--- config.mk ---
export PLATFORM = sky130hd
export DESIGN_NAME = ai_vector_exec_unit
export DESIGN_NICKNAME = d
export VERILOG_FILES = /design/src/rtl/ai_vector_exec_unit.sv
export SDC_FILE = /design/constraint.sdc
export NUM_CORES = 2
export LEC_CHECK = 0
export ABC_AREA = 1
export CORE_ASPECT_RATIO = 1.75
export CORE_MARGIN = 1
export CORE_UTILIZATION = 63
export CTS_BUF_LIST = sky130_fd_sc_hd__clkbuf_16
export DETAILED_ROUTE_END_ITERATION = 16
export GPL_ROUTABILITY_DRIVEN = 0
export HOLD_SLACK_MARGIN = 0.12
export PLACE_DENSITY = 0.88
export SYNTH_ARGS = -nofsm -noshare
export SYNTH_HDL_FRONTEND = slang
export SYNTH_SLANG_ARGS = --single-unit
export TNS_END_PERCENT = 30
--- constraint.sdc ---
create_clock -name clk -period 12.8 [get_ports clk]
set_input_delay 1.92 -clock clk [delete_from_list [all_inputs] [get_ports clk]]
set_output_delay 1.92 -clock clk [all_outputs]
set_load 0.02 [all_outputs]
--- src/rtl/ai_vector_exec_unit.sv ---
// AI vector execute stage: 128-bit lane ops, iterative VMUL/DOT/MAC over 4 beats, 32-bit accumulator.
// Single-cycle ops finish 1 cycle after acceptance, iterative ops 5; busy holds the front end while iterating.
module ai_vector_exec_unit #(
  parameter int DATA_W = 128,
  parameter int ACC_W  = 32
) (
  input  logic              clk,
  input  logic              reset,
  input  logic              in_valid,
  input  logic              is_ai_in,
  input  logic [2:0]        ai_opcode_in,
  input  logic [DATA_W-1:0] read_data1_in,
  input  logic [DATA_W-1:0] read_data2_in,
  input  logic [4:0]        rd_in,
  input  logic              regwrite_in,
  output logic              in_ready,
  output logic              busy,
  output logic              done,
  output logic [DATA_W-1:0] result_out,
  output logic [4:0]        rd_out,
  output logic              regwrite_out,
  output logic [ACC_W-1:0]  acc_out
);

  localparam logic [2:0] OP_VADD = 3'd0, OP_VSUB = 3'd1, OP_VMUL = 3'd2, OP_DOT = 3'd3,
                         OP_RELU = 3'd4, OP_VMAX = 3'd5, OP_MAC = 3'd6, OP_CLRACC = 3'd7;

  typedef enum logic [1:0] {S_IDLE, S_RUN, S_DONE} state_t;

  state_t            r_state, w_state_nxt;
  logic [DATA_W-1:0] r_a, r_b, r_work, r_result;
  logic [2:0]        r_op;
  logic [4:0]        r_rd, r_rd_out;
  logic              r_we, r_we_out;
  logic [1:0]        r_cnt;
  logic [ACC_W-1:0]  r_acc, r_sum;

  logic              w_accept, w_multi_in, w_last_beat;
  logic [DATA_W-1:0] w_single, w_work_nxt;
  logic [31:0]       w_lane_a, w_lane_b, w_mul_lo;
  logic [ACC_W-1:0]  w_dot_beat, w_sum_nxt, w_acc_mac;

  assign w_accept    = in_valid & is_ai_in & (r_state == S_IDLE);
  assign w_multi_in  = (ai_opcode_in == OP_VMUL) | (ai_opcode_in == OP_DOT) | (ai_opcode_in == OP_MAC);
  assign w_last_beat = (r_state == S_RUN) && (r_cnt == 2'd3);

  always_comb begin : single_op
    logic [31:0] la, lb;
    w_single = '0;
    for (int k = 0; k < 4; k++) begin
      la = read_data1_in[32*k +: 32];
      lb = read_data2_in[32*k +: 32];
      case (ai_opcode_in)
        OP_VADD: w_single[32*k +: 32] = la + lb;
        OP_VSUB: w_single[32*k +: 32] = la - lb;
        OP_RELU: w_single[32*k +: 32] = la[31] ? 32'd0 : la;
        OP_VMAX: w_single[32*k +: 32] = ($signed(la) > $signed(lb)) ? la : lb;
        default: w_single[32*k +: 32] = 32'd0;
      endcase
    end
  end

  // One 32-bit lane (four bytes) of the latched operands is consumed per beat.
  assign w_lane_a = r_a[{r_cnt, 5'b0} +: 32];
  assign w_lane_b = r_b[{r_cnt, 5'b0} +: 32];
  assign w_mul_lo = w_lane_a * w_lane_b;

  always_comb begin : dot_beat
    logic signed [15:0] p;
    w_dot_beat = '0;
    for (int j = 0; j < 4; j++) begin
      p = $signed(w_lane_a[8*j +: 8]) * $signed(w_lane_b[8*j +: 8]);
      w_dot_beat = w_dot_beat + {{(ACC_W-16){p[15]}}, p};
    end
  end

  always_comb begin
    w_work_nxt = r_work;
    w_work_nxt[{r_cnt, 5'b0} +: 32] = w_mul_lo;
  end

  assign w_sum_nxt = r_sum + w_dot_beat;
  assign w_acc_mac = r_acc + w_sum_nxt;

  always_comb begin
    w_state_nxt = r_state;
    case (r_state)
      S_IDLE:  if (w_accept) w_state_nxt = w_multi_in ? S_RUN : S_DONE;
      S_RUN:   if (r_cnt == 2'd3) w_state_nxt = S_DONE;
      S_DONE:  w_state_nxt = S_IDLE;
      default: w_state_nxt = S_IDLE;
    endcase
  end

  always_ff @(posedge clk) begin
    if (reset) begin
      r_state  <= S_IDLE;
      r_a      <= '0;
      r_b      <= '0;
      r_work   <= '0;
      r_result <= '0;
      r_op     <= '0;
      r_rd     <= '0;
      r_we     <= 1'b0;
      r_rd_out <= '0;
      r_we_out <= 1'b0;
      r_cnt    <= '0;
      r_acc    <= '0;
      r_sum    <= '0;
    end else begin
      r_state <= w_state_nxt;
      if (w_accept) begin
        r_a    <= read_data1_in;
        r_b    <= read_data2_in;
        r_op   <= ai_opcode_in;
        r_rd   <= rd_in;
        r_we   <= regwrite_in;
        r_cnt  <= '0;
        r_work <= '0;
        r_sum  <= '0;
        if (!w_multi_in) begin
          r_result <= w_single;
          r_rd_out <= rd_in;
          r_we_out <= regwrite_in & (rd_in != 5'd0);
          if (ai_opcode_in == OP_CLRACC) r_acc <= '0;
        end
      end
      if (r_state == S_RUN) begin
        r_cnt  <= r_cnt + 2'd1;
        r_work <= w_work_nxt;
        r_sum  <= w_sum_nxt;
      end
      if (w_last_beat) begin
        r_rd_out <= r_rd;
        r_we_out <= r_we & (r_rd != 5'd0);
        case (r_op)
          OP_VMUL: r_result <= w_work_nxt;
          OP_MAC: begin
            r_acc    <= w_acc_mac;
            r_result <= {{(DATA_W-ACC_W){1'b0}}, w_acc_mac};
          end
          default: r_result <= {{(DATA_W-ACC_W){1'b0}}, w_sum_nxt};
        endcase
      end
    end
  end

  assign in_ready     = (r_state == S_IDLE);
  assign busy         = (r_state == S_RUN);
  assign done         = (r_state == S_DONE);
  assign result_out   = r_result;
  assign rd_out       = r_rd_out;
  assign regwrite_out = r_we_out;
  assign acc_out      = r_acc;

endmodule

==> results of run 1 <==
## per-layer routing
metal / overflow / track usage [%]
met5: 1 / 21.8
met1: 3 / 69.3
met2: 357 / 87.7
met3: 6 / 57.8
met4: 232 / 74.3
## stage by stage
step                      instances  hold WS [ps]  setup WS [ps]  utilization [%]  cell area (sq um)
after floorplan               10500           424           1310                -              72300
after global placement        12100           437            437             68.4              77900
after detailed placement      12100           443            368             68.4              77900
after CTS                     12200           452            326             69.9              79600
## cells by family after synthesis
family                   Yosys count
AO/OA/AOI/OAI                   2595
XOR/XNOR                         128
adder cells (fa/ha/maj)         1279
buffers and inverters           2261
flip-flops                       595
AND/OR/NAND/NOR                 3649
==> out/metrics.cfg, run 1 <==
[outcome]
status=did not finish
haltStage=global routing
error=[ERROR GRT-0116] Global routing finished with congestion. Check the congestion regions in the DRC Viewer.

[logic_synthesis]
synthMostInstantiatedCell=nand2_1
synth_top_area_share_pct=20.4
yosys.area.top_type=fa_1
synth-compound-area-share_pct=19.6
yosys-top-cells-area=fa_1, dfxtp_1, nand2_1, ha_1, inv_1
synth_xor_area_share_pct=1.58
muxShareOfSynthArea_pct=0
synth_top_family_by_area=adder cells
synth_edf_count=0
synth_cell_type_count=70
ys_ff_latch=595
synthSimpleGateAreaFrac_pct=20.5
synthAdderAreaFrac_pct=29.8
ys_top_cells_by_count=nand2_1, inv_1, a21oi_1
syn_nets=12100
ys_warn_count=0
postSynthCellCount=10500
async_reset_ff_share_pct=0
synthFlopType=dfxtp_1
synth_area_sq_um=72300
ys_seq_area_share_pct=16.5
syn_area_per_cell_sq_um=6.88

[global_routing]
grt_use_total_pct=71.4
grt_pass1_wl_microns=623000
grt_pass1_vias=88500
grt-ovfl-total=599
grt_max_degree=227

[die]
die_width_microns=258
initial_core_util_pct=63.5
boundaryPins=438
rows=164
die_h_microns=450

[cts]
cts-root-buf=clkbuf_16
htreeDepth=2
cts_resized=0
postCtsHoldBufs=0
numCtsBuffers=52
post_cts_buffers=0
cts_sinks=595
clockBufferDepth=3

[placement]
dp_hpwl_microns=267000
portBuffers=437

==> run 2: changes to the inputs <==
==> config.mk (replaced) <==
export PLATFORM = sky130hd
export DESIGN_NAME = ai_vector_exec_unit
export DESIGN_NICKNAME = d
export VERILOG_FILES = /design/src/rtl/ai_vector_exec_unit.sv
export SDC_FILE = /design/constraint.sdc
export NUM_CORES = 2
export LEC_CHECK = 0
export ABC_AREA = 1
export CORE_MARGIN = 1
export CORE_UTILIZATION = 40
export DETAILED_ROUTE_END_ITERATION = 16
export GPL_ROUTABILITY_DRIVEN = 0
export PLACE_DENSITY_LB_ADDON = 0.15
export SYNTH_ARGS = -nofsm -noshare
export SYNTH_HDL_FRONTEND = slang
export SYNTH_SLANG_ARGS = --single-unit
export TNS_END_PERCENT = 30
==> out/metrics.cfg, run 2 <==
[min_path]
hold_depth=2
hold_path.class=reg2reg
min_from=r_b[30]
hold-path-endpoint=r_b[30]

[drt]
first_pass_iters=9
drc_errors=0
routed_wl_microns=346000
wire_per_inst_microns=26.4
viasPerCell=5.79
drt-initial-drc-count=10400
ant_nets=0
vias=75800

[pwr]
leakage_uw=0.0379
total_power_uw=17200
p_per_area_nw_per_um2=212
ir_drop_uv=373

[logic_synthesis]
synth_area_sq_um=72300  ; unchanged
syn_nets=12100  ; unchanged
syn_area_per_cell_sq_um=6.88  ; unchanged
ys_ff_latch=595  ; unchanged
yosys-top-cells-area=fa_1, dfxtp_1, nand2_1, ha_1, inv_1  ; unchanged
synthMostInstantiatedCell=nand2_1  ; unchanged
synthFlopType=dfxtp_1  ; unchanged
synth_xor_area_share_pct=1.58  ; unchanged
synth_top_family_by_area=adder cells  ; unchanged
synthSimpleGateAreaFrac_pct=20.5  ; unchanged
ys_top_cells_by_count=nand2_1, inv_1, a21oi_1  ; unchanged
synthAdderAreaFrac_pct=29.8  ; unchanged
yosys.area.top_type=fa_1  ; unchanged
synth_top_area_share_pct=20.4  ; unchanged
postSynthCellCount=10500  ; unchanged
async_reset_ff_share_pct=0  ; unchanged
muxShareOfSynthArea_pct=0  ; unchanged
ys_seq_area_share_pct=16.5  ; unchanged
synth_edf_count=0  ; unchanged
synth_cell_type_count=70  ; unchanged
ys_warn_count=0  ; unchanged
synth-compound-area-share_pct=19.6  ; unchanged

[die]
fp.dieArea_sq_um=182000
die_width_microns=427  ; was 258 microns
initial_core_util_pct=40.4  ; was 63.5%
die_h_microns=427  ; was 450 microns
coreArea_sq_um=179000
rows=155  ; was 164
boundaryPins=438  ; unchanged

[global_routing]
grt_max_degree=124
antenna_found_initial=12
grt-ovfl-total=0
grt_use_total_pct=37.1
grt_pass1_vias=71600
grt_pass1_wl_microns=493000

[outcome]
violations=capacitance limit
status=complete, but fails checks  ; was did not finish

[setup_path]
rr_worst_depth=54
reg2reg_to=result_out[31]
rrSetupSlack_ps=590
cp.depth=54
cp_num_buf_inv=10
crit_start=r_cnt[0]
cp_top_family=adder cells
cpMaxStageDelayCell=fa_1
cp.required_ps=13420
worstReg2RegStart=r_cnt[0]
cp_max_fo=85
cp_data_arrival_time_ps=12830
critPathKind=reg2reg
critPathCaptureType=flop
max_stage_delay_ps=630
crit_path_start_kind=flop

[job]
cap_viol_max_count=1

[cells_and_area]
final_cell_mix=nand2_1, inv_1, a21oi_1
fin_util_pct=45.5
final_common_cell=nand2_1
regArea_sq_um=11900
multi_input_area_sq_um=51800
stdcell_area_sq_um=81500
areaGrowthSynthToFinish_pct=12.7
drive_gt1_share_pct=4.38
nets=12200
fillers=18400

[timing]
rsz0062_at_grt=false
worstMarginPinSlew_ps=1480
skew_ps=66.1
min_period_over_period_pct=95.4
final_max_slew_viol_count=0
slew-limit-headroom_pct=0.475
hold_viol=0
setup-tns-final_ps=0
max_clock_freq_mhz=81.9
finalSetupViolCount=0
fin_crit_ps=12210

[cts]
cts_sinks=595  ; unchanged
clk_latency_ps=690
clockBufferDepth=3  ; unchanged
htreeDepth=3  ; was 2
cts-root-buf=clkbuf_16  ; unchanged
numCtsBuffers=69  ; was 52
clk_pin_slew_ps=60
cts_tree=done
postCtsHoldBufs=0  ; unchanged

[placement]
place_area_sq_um=79100  ; was 77,900 sq um
portBuffers=437  ; unchanged
dp_hpwl_microns=281000  ; was 267,000 microns

run 2: cell counts after synthesis:
Identical to the previous run, type by type.
run 2: cells by family (layout without fill, tap and decap cells):
logic type / Yosys count / after routing
compound gates: 2595 / 2595
xor+xnor: 128 / 128
fa+ha+maj: 1279 / 1279
buf+inv: 2261 / 2498
flops: 595 / 595
other cells: 0 / 5
simple gates: 3649 / 3649
run 2: worst min-delay path, stage by stage, from the launching register on:
cell and delay [ps]:
dfxtp_1 290, inv_1 60, a21oi_1 60
run 2: timing repair:
item / in CTS / in global routing
hold endpoints to repair: 0 / 0
endpoints found under the setup margin: 0 / 8
resized for setup: 0 / 18
buffers inserted: 0 / 0
run 2: how the worst max path moves through the flow:
stage | end | slack [ps]
after global placement | result_out[31] | 700
after detailed placement | result_out[30] | 690
after global routing | result_out[30] | 10
after CTS | result_out[30] | 640
after floorplan | result_out[31] | 1310
final | result_out[31] | 590
run 2: layer usage:
metal  global-route usage [%]  share of wire, %  vias to the layer above  routed length [microns]
met2                     53.3                41                     4715                   141000
met5                        0            0.0069                        -                       24
met3                     7.38                11                      925                    38300
met1                     48.5                39                    36300                   134000
li1                         -                 -                    33900                        -
met4                     29.1               9.5                        4                    32900
run 2: layout make-up:
class | count | share of cell area (%)
antenna | 5 | 0.0154
clock buffer | 93 | 2.38
clock inverter | 28 | 0.413
inverter | 1733 | 8.05
multi-input combinational | 7651 | 63.5
sequential | 595 | 14.6
tap | 2355 | 3.62
timing repair buffer | 644 | 7.35
run 2: where the power goes:
group / leakage (uW) / switching, uW / internal [uW] / total [uW]
combinational: 0.0319 / 8680 / 4400 / 13100
sequential: 0.00486 / 131 / 1990 / 2120
clock: 0.00111 / 900 / 1120 / 2020
run 2: stage by stage:
stage | instances | hold WS (ps) | setup WS [ps]
finish | 13100 | 461 | 589
global route | 13100 | 479 | 12.4
CTS | 13100 | 458 | 644
detailed placement | 13000 | 451 | 693
global placement | 13000 | 445 | 700
floorplan | 10500 | 424 | 1310
(Power assumes the default switching activity.)
